==> src/rtl/i2s_out_scheduler_pkg.sv <==
// Shared constants and types for the codec line-out scheduler.
package i2s_out_scheduler_pkg;

    localparam int unsigned SYNTH_WIDTH  = 24;
    localparam int unsigned FRAME_CYCLES = 768;

    typedef logic [SYNTH_WIDTH-1:0] sample_t;

    typedef enum logic [1:0] {
        IDLE  = 2'd0,
        PRIME = 2'd1,
        RUN   = 2'd2,
        DRAIN = 2'd3
    } sched_state_t;

endpackage

==> src/rtl/i2s_out_scheduler_if.sv <==
// Source-side handshake and codec-side sample bus of the line-out scheduler.
interface i2s_out_scheduler_if
#(
    parameter int unsigned NUM_SRC    = 4,
    parameter int unsigned UNDERRUN_W = 16
);
    import i2s_out_scheduler_pkg::*;

    localparam int unsigned IDX_W = $clog2(NUM_SRC);

    logic [NUM_SRC-1:0]                  src_valid_in;
    logic [NUM_SRC-1:0][SYNTH_WIDTH-1:0] src_sample_in;
    logic [NUM_SRC-1:0]                  src_ready_out;
    logic                                codec_valid_out;
    logic [SYNTH_WIDTH-1:0]              codec_sample_out;
    logic                                frame_tick_out;
    logic [IDX_W-1:0]                    grant_out;
    logic [UNDERRUN_W-1:0]               underrun_count_out;

    // Scheduler side
    modport master (
        input  src_valid_in,
        input  src_sample_in,
        output src_ready_out,
        output codec_valid_out,
        output codec_sample_out,
        output frame_tick_out,
        output grant_out,
        output underrun_count_out
    );

    // Producer / transmitter side
    modport slave (
        output src_valid_in,
        output src_sample_in,
        input  src_ready_out,
        input  codec_valid_out,
        input  codec_sample_out,
        input  frame_tick_out,
        input  grant_out,
        input  underrun_count_out
    );

endinterface

==> src/rtl/i2s_out_scheduler_rr_arbiter.sv <==
// Combinational round-robin arbiter: one-hot grant, search starts after ptr_i.
module rr_arbiter
#(
    parameter int unsigned NUM_SRC = 4,
    localparam int unsigned IDX_W  = $clog2(NUM_SRC)
) (
    input  logic [NUM_SRC-1:0] req_i,
    input  logic [IDX_W-1:0]   ptr_i,
    output logic [NUM_SRC-1:0] gnt_c
);

    logic [IDX_W-1:0] idx;
    logic             found;

    always_comb begin : search
        gnt_c = '0;
        idx   = '0;
        found = 1'b0;
        for (int unsigned i = 1; i <= NUM_SRC; i++) begin
            idx = IDX_W'((32'(ptr_i) + i) % NUM_SRC);
            if (!found && req_i[idx]) begin
                gnt_c[idx] = 1'b1;
                found      = 1'b1;
            end
        end
    end

endmodule

==> src/rtl/i2s_out_scheduler.sv <==
// Frame timebase plus per-frame round-robin source selection for the codec
// line-out path, with priming, underrun handling and graceful stop.
module i2s_out_scheduler
#(
    parameter int unsigned NUM_SRC          = 4,
    parameter int unsigned FRAME_CYCLES     = i2s_out_scheduler_pkg::FRAME_CYCLES,
    parameter bit          HOLD_ON_UNDERRUN = 1'b1,
    parameter int unsigned UNDERRUN_W       = 16
) (
    input  logic                  clk_in,
    input  logic                  rst_in,
    input  logic                  enable_in,
    i2s_out_scheduler_if.master   bus
);
    import i2s_out_scheduler_pkg::*;

    localparam int unsigned IDX_W = $clog2(NUM_SRC);
    localparam int unsigned CNT_W = $clog2(FRAME_CYCLES);
    localparam logic [CNT_W-1:0] LAST_CNT = CNT_W'(FRAME_CYCLES - 1);

    sched_state_t          state_q, state_d;
    logic [CNT_W-1:0]      count_q, count_d;
    logic [IDX_W-1:0]      ptr_q, ptr_d;
    logic [IDX_W-1:0]      grant_q, grant_d;
    logic                  tick_q, tick_d;
    logic                  valid_q, valid_d;
    sample_t               sample_q, sample_d;
    logic [UNDERRUN_W-1:0] urun_q, urun_d;

    logic                  arb_en_c;
    logic                  has_win_c;
    logic [NUM_SRC-1:0]    gnt_c;
    logic [NUM_SRC-1:0]    ready_c;
    logic [IDX_W-1:0]      win_idx_c;

    rr_arbiter #(.NUM_SRC(NUM_SRC)) u_arb (
        .req_i (bus.src_valid_in),
        .ptr_i (ptr_q),
        .gnt_c (gnt_c)
    );

    // Grants are only offered on a tick while priming (and enabled) or running.
    always_comb begin : arb_gate
        arb_en_c  = tick_q && (((state_q == PRIME) && enable_in) || (state_q == RUN));
        ready_c   = arb_en_c ? gnt_c : '0;
        has_win_c = |ready_c;
        win_idx_c = '0;
        for (int unsigned i = 0; i < NUM_SRC; i++) begin
            if (ready_c[i]) begin
                win_idx_c = IDX_W'(i);
            end
        end
    end

    always_comb begin : next_state
        state_d  = state_q;
        count_d  = count_q;
        ptr_d    = ptr_q;
        grant_d  = grant_q;
        valid_d  = valid_q;
        sample_d = sample_q;
        urun_d   = urun_q;

        unique case (state_q)
            IDLE: begin
                if (enable_in) begin
                    state_d = PRIME;
                end
            end
            PRIME: begin
                if (!enable_in) begin
                    state_d = IDLE;
                end else if (has_win_c) begin
                    sample_d = bus.src_sample_in[win_idx_c];
                    grant_d  = win_idx_c;
                    ptr_d    = win_idx_c;
                    valid_d  = 1'b1;
                    state_d  = RUN;
                end
            end
            RUN: begin
                if (tick_q) begin
                    if (has_win_c) begin
                        sample_d = bus.src_sample_in[win_idx_c];
                        grant_d  = win_idx_c;
                        ptr_d    = win_idx_c;
                    end else begin
                        if (!HOLD_ON_UNDERRUN) begin
                            sample_d = '0;
                        end
                        if (!(&urun_q)) begin
                            urun_d = urun_q + UNDERRUN_W'(1);
                        end
                    end
                end
                if (!enable_in) begin
                    state_d = DRAIN;
                end
            end
            DRAIN: begin
                if (tick_q) begin
                    state_d  = IDLE;
                    valid_d  = 1'b0;
                    sample_d = '0;
                end
            end
            default: state_d = IDLE;
        endcase

        // Counter is parked at 0 in IDLE and restarts at 0 on leaving it.
        if ((state_q == IDLE) || (state_d == IDLE)) begin
            count_d = '0;
        end else begin
            count_d = (count_q == LAST_CNT) ? '0 : count_q + CNT_W'(1);
        end

        tick_d = (count_d == LAST_CNT) && (state_d != IDLE);
    end

    always_ff @(posedge clk_in or posedge rst_in) begin : regs
        if (rst_in) begin
            state_q  <= IDLE;
            count_q  <= '0;
            ptr_q    <= '0;
            grant_q  <= '0;
            tick_q   <= 1'b0;
            valid_q  <= 1'b0;
            sample_q <= '0;
            urun_q   <= '0;
        end else begin
            state_q  <= state_d;
            count_q  <= count_d;
            ptr_q    <= ptr_d;
            grant_q  <= grant_d;
            tick_q   <= tick_d;
            valid_q  <= valid_d;
            sample_q <= sample_d;
            urun_q   <= urun_d;
        end
    end

    assign bus.src_ready_out      = ready_c;
    assign bus.codec_valid_out    = valid_q;
    assign bus.codec_sample_out   = sample_q;
    assign bus.frame_tick_out     = tick_q;
    assign bus.grant_out          = grant_q;
    assign bus.underrun_count_out = urun_q;

endmodule

==> src/flat_wrapper.sv <==
// flat-port wrapper written by rule: the top's interface ports become plain ports
module i2s_out_scheduler_flat import i2s_out_scheduler_pkg::*;
#(
    parameter int unsigned NUM_SRC          = 4,
    parameter int unsigned FRAME_CYCLES     = i2s_out_scheduler_pkg::FRAME_CYCLES,
    parameter bit          HOLD_ON_UNDERRUN = 1'b1,
    parameter int unsigned UNDERRUN_W       = 16
)
  (clk_in, rst_in, enable_in, bus_src_valid_in, bus_src_sample_in, bus_src_ready_out, bus_codec_valid_out, bus_codec_sample_out, bus_frame_tick_out, bus_grant_out, bus_underrun_count_out);
  i2s_out_scheduler_if #(.NUM_SRC(NUM_SRC), .UNDERRUN_W(UNDERRUN_W)) bus_i ();
  input  logic clk_in;
  input  logic rst_in;
  input  logic enable_in;
  input wire logic [$bits(bus_i.src_valid_in)-1:0] bus_src_valid_in;
  input wire logic [$bits(bus_i.src_sample_in)-1:0] bus_src_sample_in;
  output wire logic [$bits(bus_i.src_ready_out)-1:0] bus_src_ready_out;
  output wire logic [$bits(bus_i.codec_valid_out)-1:0] bus_codec_valid_out;
  output wire logic [$bits(bus_i.codec_sample_out)-1:0] bus_codec_sample_out;
  output wire logic [$bits(bus_i.frame_tick_out)-1:0] bus_frame_tick_out;
  output wire logic [$bits(bus_i.grant_out)-1:0] bus_grant_out;
  output wire logic [$bits(bus_i.underrun_count_out)-1:0] bus_underrun_count_out;
  assign bus_i.src_valid_in = bus_src_valid_in;
  assign bus_i.src_sample_in = bus_src_sample_in;
  assign bus_src_ready_out = bus_i.src_ready_out;
  assign bus_codec_valid_out = bus_i.codec_valid_out;
  assign bus_codec_sample_out = bus_i.codec_sample_out;
  assign bus_frame_tick_out = bus_i.frame_tick_out;
  assign bus_grant_out = bus_i.grant_out;
  assign bus_underrun_count_out = bus_i.underrun_count_out;
  i2s_out_scheduler #(.NUM_SRC(NUM_SRC), .FRAME_CYCLES(FRAME_CYCLES), .HOLD_ON_UNDERRUN(HOLD_ON_UNDERRUN), .UNDERRUN_W(UNDERRUN_W)) u_core (.clk_in(clk_in), .rst_in(rst_in), .enable_in(enable_in), .bus(bus_i));
endmodule
==> config.mk <==
export PLATFORM = sky130hd
export DESIGN_NAME = i2s_out_scheduler_flat
export DESIGN_NICKNAME = d
export VERILOG_FILES = /design/src/rtl/i2s_out_scheduler_pkg.sv /design/src/rtl/i2s_out_scheduler_if.sv /design/src/rtl/i2s_out_scheduler_rr_arbiter.sv /design/src/rtl/i2s_out_scheduler.sv /design/src/flat_wrapper.sv
export SDC_FILE = /design/constraint.sdc
export NUM_CORES = 1
export LEC_CHECK = 0
export CORE_UTILIZATION = 43
export DETAILED_ROUTE_END_ITERATION = 10
export PLACE_DENSITY = 0.79
export SLEW_MARGIN = 20
export SYNTH_ARGS = -nofsm -noshare
export SYNTH_HDL_FRONTEND = slang
export SYNTH_SLANG_ARGS = --single-unit
==> constraint.sdc <==
create_clock -name clk_in -period 3.7 [get_ports clk_in]
set_clock_uncertainty 0.15 [all_clocks]
set_input_delay 0.74 -clock clk_in [delete_from_list [all_inputs] [get_ports clk_in]]
set_output_delay 0.74 -clock clk_in [all_outputs]
set_load 0.01 [all_outputs]
==> metrics.md <==
| Metric | Value |
|---|---|
| Static Leak | 2.102 nW |
| Core area | 7767 um2 |
| Max-slew violations | 0 |
| Post-route setup TNS | 0 ps |
| HPWL Detailed | 8.451 mm |
| Peak VDD IR | 0.1243 mV |
| Async S/R FF share, synth | 100.0% |
| First-iteration detailed-routing DRC count | 180 |
| Pwr Density | 216.7 nW/um2 |
| TritonCTS clock tree | yes |
| Ports | 151 |
| Kind of critical path | in2out |
| Critical Path Sink Type | output port |
| Final core utilization | 68.67% |
| Worst R2R Start | u_core.bus.grant_out[1] |
| Final hold vios | 0 |
| Hold Crit Start | u_core.count_q[0] |
| Worst-path maximum fanout | 6 |
| Placed Area | 5214 um2 |
| Post-synth net total | 467 |
| DR WL/cell | 17.59 um |
| Layout cells sized above 1 | 10.79% |
| Total Die Area | 8408 um2 |
| Maximum clock frequency | 275.9 MHz |
| RSZ-0062 raised after global routing | false |
| Crit-path cells | dlygate4sd2_1 > mux4_2 > buf_4 > nor2b_4 > a22oi_1 > o21a_1 > nor2_1 > clkdlybuf4s50_1 |
| Worst reg2reg setup slack | 460 ps |
| Vias | 3,450 |
| H-tree levels | 2 |
| Final instance area | 5334 um2 |
| Avg Synthesized Cell Area | 9.773 um2 |
| Post-synth top cells | 56 x dfrtp_1, 32 x inv_1, 25 x a22oi_1, 25 x nor2_1, 24 x o211ai_1 |
| Synth Instances | 354 |
| Final ANT Viol Nets | 0 |
| Synth top area cells | dfrtp_1 41%, o221ai_1 5.6%, a22oi_1 5.4% |
| Number of global-route vias before repair | 3,303 |
| DRT Pass-1 Iters | 4 |
| Max Cap Violations | 0 |
| Core Rows | 32 |
| Clock Latency Late Sink | 320 ps |
| Crit path launch type | input pin |
| Crit-path slowest cell | clkdlybuf4s50_1 |
| Tightest Pin Transition | 766.2 ps |
| CTS Sinks | 56 |
| First-pass GRT wire length | 17.30 mm |
| Die Width | 91.70 um |
| Maximum root-to-sink buffer count | 2 |
| Placed cell count | 612 |
| Initial core utilization | 44.54% |
| WL final | 10.93 mm |
| YS warnings | 0 |
| Gpl congestion | 0.8649 |
| Post-route DRC | 0 |
| Area growth syn-to-layout | 54.18% |
| CTS root buffer | clkbuf_8 |
| GRT Total Usage | 26.22% |
| # diodes | 0 |
| Nets | 631 |
| Hold Path Class | reg2reg |
| Top FF cell, synth | dfrtp_1 |
| Delay-heaviest family, CP | buffers and inverters |
| Synth area leader | dfrtp_1 |
| Yosys reg bits | 56 |
| Register area share after synthesis | 40.51% |
| Worst Path Required | 2810 ps |
| Final critical-path required period | 3625 ps |
| Final setup violation count | 0 |
| Port Buffers | 150 |
| R2R Path End | u_core.bus.codec_sample_out[6] |
| Routed vias/inst | 5.556 |
| Bufs and invs on worst path | 3 |
| Worst Hold Path Cells | 1 |
| Global route overflow | 0 |
| CTS buffer count | 5 |
| Final Cycle Share | 97.96% |
| Final Non-Filler Cells | 621 |
| Slowest stage delay, CP | 550 ps |
| Initial antenna violation count | 0 |
| Outcome | finished, final reports clean |
| Overall power | 0.001156 W |
| Largest net degree at the start of global routing | 30 |
| Syn Std Cell Area | 3460 um2 |
| Synth top area share | 40.51% |
| Hold EP | u_core.count_q[0] |
| Die height | 91.70 um |
| Clk slew on worst S/H paths | 110 ps |
| Synth unique cells | 54 |
| Critical Path AT | 2730 ps |
| EDFF count, synth | 0 |
| Most frequent cell after synthesis | dfrtp_1 |
| Relative slew margins | 48.58% |
| R2R depth | 9 |
-- stage by stage --
stage,hold slack [ps],setup WS [ps]
4_1_cts,348.8,27.22
2_1_floorplan,298.7,74.73
3_3_place_gp,323.6,-182.3
6_report,347.1,75.48
3_5_place_dp,333.0,-359.5
5_1_grt,366.0,24.13
-- placed cells by master (no fill, tap or decap), types with 2 or more instances in the layout --
cell type	count
clkdlybuf4s50_1	143
dfrtp_1	56
inv_1	31
nor2_1	25
a22oi_1	25
o211ai_1	24
o221ai_1	22
nand3_1	21
buf_4	21
nand2_1	19
xor2_1	12
and3_1	11
xnor2_1	10
ha_1	9
dlygate4sd2_1	6
clkbuf_8	5
and2_1	4
mux4_2	4
a21oi_2	4
a21oi_1	4
buf_12	4
o21ai_1	3
nand4_1	3
nor4_1	3
o21ai_0	3
nor3_1	3
mux2i_1	2
nand2b_1	2
mux2_2	2
and3b_1	2
a31oi_1	2
o21a_1	2
o311ai_0	2
o221ai_2	2
inv_6	2
-- cell families (layout without fill, tap and decap cells) --
kind of cell	count (synthesis)	count (layout)	synth area share, %
compound gates	104	104	23.80
xor+xnor	22	22	5.569
fa+ha+maj	10	10	3.617
buf+inv	50	215	6.618
flops	56	56	40.51
mux	9	9	4.159
simple gates	103	103	15.73
-- layout make-up --
cell class | count | area [um2]
Clock buffer | 5 | 68.82
Clock inverter | 3 | 25.02
Fill cell | 596 | 2434
Inverter | 32 | 120.1
Multi-Input combinational cell | 248 | 1857
Sequential cell | 56 | 1401
Tap cell | 102 | 127.6
Timing Repair Buffer | 175 | 1734
-- worst max path at each step --
stage	startpoint	end	slack [ps]	cells past startpoint
after floorplan	u_core.bus.grant_out[0]	bus_src_ready_out[3]	70	8
after global placement	bus_src_valid_in[1]	u_core.bus.codec_sample_out[13]	-180	8
after detailed placement	bus_src_valid_in[0]	u_core.bus.codec_sample_out[3]	-360	8
after CTS	u_core.bus.grant_out[1]	bus_src_ready_out[1]	30	8
after global routing	bus_src_valid_in[3]	bus_src_ready_out[2]	20	8
final	bus_src_valid_in[2]	bus_src_ready_out[2]	80	8
-- timing repair --
| action | CTS | global route |
|---|---|---|
| endpoints found under the setup margin | 6 | 1 |
| gates resized for setup | 9 | 1 |
| setup buffers | 1 | 0 |
| hold buffers | 0 | 0 |
-- worst register-to-register path: cells and delay by family (launching register included) --
| family | cells | cell delay (ps) |
|---|---|---|
| buffers and inverters | 1 | 100 |
| flip-flops | 1 | 360 |
| AND/OR/NAND/NOR | 2 | 420 |
| multiplexers | 1 | 530 |
| AO/OA/AOI/OAI | 4 | 1230 |
| adder cells (fa/ha/maj) | 1 | 320 |
-- where the power goes --
group	total [W]	leakage, nW	switching [W]	internal (W)
combinational	0.000184	1.32	0.0000589	0.000125
sequential	0.000622	0.736	0.00000372	0.000618
clock	0.000350	0.0452	0.000211	0.000138
total	0.00116	2.10	0.000274	0.000882
-- sequential cells by signal (all words and copies together) (netlist names) --
name                           cells
u_core.bus.codec_sample_out       24
u_core.bus.underrun_count_out     16
u_core.count_q                    10
u_core.bus.grant_out               2
u_core.state_q                     2
u_core.bus.codec_valid_out         1
u_core.bus.frame_tick_out          1
-- metal layers --
layer	global-route usage, %	routed length [um]	up-vias
met5	0	0	-
met2	46.49	5549	120
li1	-	-	1641
met3	3.897	721	15
met4	5.599	135	0
met1	34.03	4518	1674
(Power assumes the default switching activity.)
==> RTL edit (config.mk and constraints unchanged) <==
The package constant `SYNTH_WIDTH` goes from 24 to 20.
--- a/src/rtl/i2s_out_scheduler_pkg.sv
+++ b/src/rtl/i2s_out_scheduler_pkg.sv
@@ -2,5 +2,5 @@
 package i2s_out_scheduler_pkg;
 
-    localparam int unsigned SYNTH_WIDTH  = 24;
+    localparam int unsigned SYNTH_WIDTH  = 20;
     localparam int unsigned FRAME_CYCLES = 768;
 
Ports: changed (resized bus_codec_sample_out and bus_src_sample_in); port bits go from 151 to 131. The function was not compared with the original's and may differ.
==> RTL edit against the unedited design <==
Sequential cell count is 4 lower; total power fell by 7.5%; via count is 5.0% lower; synthesized area decreased by 3.3%; core utilization is 0.057 points higher; hold slack improved by 12 ps; critical endpoint is now bus_src_ready_out[3]; final area shrank 5.0%; highest routed layer unchanged; largest power group unchanged; setup slack improved by 17 ps; sequential share of layout area decreased by 0.56 points; routed wire length is 11% lower.
==> RTL edit: results (changes against the unedited design) <==
- Outcome: finished clean
- Via count: 3278 (-5.0%)
- Peak supply drop: 0.149 mV (+20%)
- DRT iter0 DRCs: 145 (-19%)
- Top post-synthesis cells by count: dfrtp_1 (52), inv_1 (29), o211ai_1 (22)
- CP Max Fanout: 2 (-4)
- Clk root buf: clkbuf_8
- DP HPWL: 7370 um (-13%)
- Max clock buf depth: 2 (unchanged)
- Hold WC Path Type: reg2reg
- Placer Congestion: 0.888 (+2.7%)
- Total Routing Usage GR: 24.5% (-1.7 points)
- First-pass GRT wire length: 16200 um (-6.2%)
- Slew HR: 48.1% (-0.47 points)
- Share of cells above drive strength 1: 13.4% (+2.6 points)
- Setup slack at placement: -455 ps (-95.5 ps)
- Leak pwr: 2.03 nW (-3.6%)
- Clock transition at the registers of the reported paths: 90 ps (-20 ps)
- Clock Latency Late Sink: 300 ps (-20 ps)
- Initial antenna violation count: 0 (unchanged)
- Final setup viols: 0 (unchanged)
- Synth area leaders: dfrtp_1 (39%), o221ai_1 (5.0%), o211ai_1 (4.9%), xnor2_1 (4.5%), a22oi_1 (4.3%)
- Sequential area share after synthesis: 38.9% (-1.6 points)
- Largest net degree at the start of global routing: 29 (-3.3%)
- WL/cell: 16.3 um (-7.3%)
- Post-synth ARST share: 100% (unchanged)
- Post-Synthesis Net Count: 436 (-6.6%)
- Antenna cells: 0 (unchanged)
- H-tree levels: 2 (unchanged)
- Largest register FFs: 20 (-17%)
- Worst EP arrival: 2720 ps (about the same)
- Number of library cell types mapped by synthesis: 58 (+7.4%)
- I/O Buffers: 130 (-13%)
- Post-DP Area: 4930 um2 (-5.5%)
- TritonCTS buffer count: 5 (unchanged)
- Yosys warns: 0 (unchanged)
- FILL cells: 581 (-2.5%)
- DRT Pass-1 Iters: 4 (unchanged)
- Total Nets Final: 590 (-6.5%)
-- RTL edit: cell type report --
type / instances / area, um2 / share of cell area (%)
clock buffers: 7 / 86.3 / 1.70
repair buffers: 166 / 1620 / 32.1
flip-flops and latches: 52 / 1300 / 25.7
clock inverters: 1 / 7.51 / 0.148
well taps: 99 / 124 / 2.45
multi-input cells: 239 / 1810 / 35.8
inverters: 29 / 109 / 2.15
-- RTL edit: cell families after synthesis --
family          count (synthesis)  share of synthesized area [%]
compound gates                101                           23.2
xor+xnor                       21                           5.50
fa+ha+maj                      10                           3.74
buf+inv                        48                           8.01
flops                          52                           38.9
mux                             8                           3.44
simple gates                   99                           17.2
-- RTL edit: path summary, 6_finish.rpt --
kind	end	cells after the start	start	slack, ps
setup / recovery	bus_src_ready_out[3]	6	bus_src_valid_in[0]	90
hold / removal	u_core.bus.underrun_count_out[5]$_DFFE_PP0P_	1	u_core.bus.underrun_count_out[5]$_DFFE_PP0P_	360
setup reg to reg	u_core.bus.codec_sample_out[12]$_DFFE_PP0P_	12	u_core.bus.grant_out[0]$_DFFE_PP0P_	290
hold reg to reg	u_core.bus.underrun_count_out[5]$_DFFE_PP0P_	1	u_core.bus.underrun_count_out[5]$_DFFE_PP0P_	360
max in group asynchronous	u_core.bus.grant_out[0]$_DFFE_PP0P_	3	rst_in	1970
min in group asynchronous	u_core.bus.underrun_count_out[8]$_DFFE_PP0P_	2	rst_in	640
-- RTL edit: routing by layer --
metal | up-vias | part of all wire, % | global-route usage, %
li1 | 1583 | - | -
met3 | 6 | 5.1 | 4.15
met2 | 116 | 50 | 43.1
met4 | 0 | 0.75 | 4.84
met5 | - | 0 | 0
met1 | 1573 | 44 | 31.8
-- RTL edit: report_power, final --
group,switching [mW],internal (mW),total [mW],leakage [nW]
Sequential,0.00209,0.569,0.571,0.718
Clock,0.181,0.152,0.333,0.0445
Combinational,0.0543,0.111,0.165,1.26
Total,0.237,0.833,1.07,2.03
-- RTL edit: repair_timing --
action	CTS	global route
gates resized for setup	7	11
setup buffers	1	2
pin swaps	1	2
setup endpoints to repair	4	4
-- RTL edit: critical path, stage by stage --
cell	delay, ps
clkdlybuf4s50_1	460
or3b_1	410
a2111oi_4	350
o21ai_1	180
a31oi_2	250
clkdlybuf4s15_1	310
-- RTL edit: metrics by stage --
step	total power, mW	util, %	TNS, ps	instances	hold WS (ps)
floorplan	0.623	-	0	339	321
global placement	0.741	66.8	-6620	582	337
detailed placement	0.743	66.9	-4330	582	341
CTS	1.08	68.3	0	591	359
global route	1.12	68.7	-7.65	593	389
finish	1.07	68.7	0	593	359
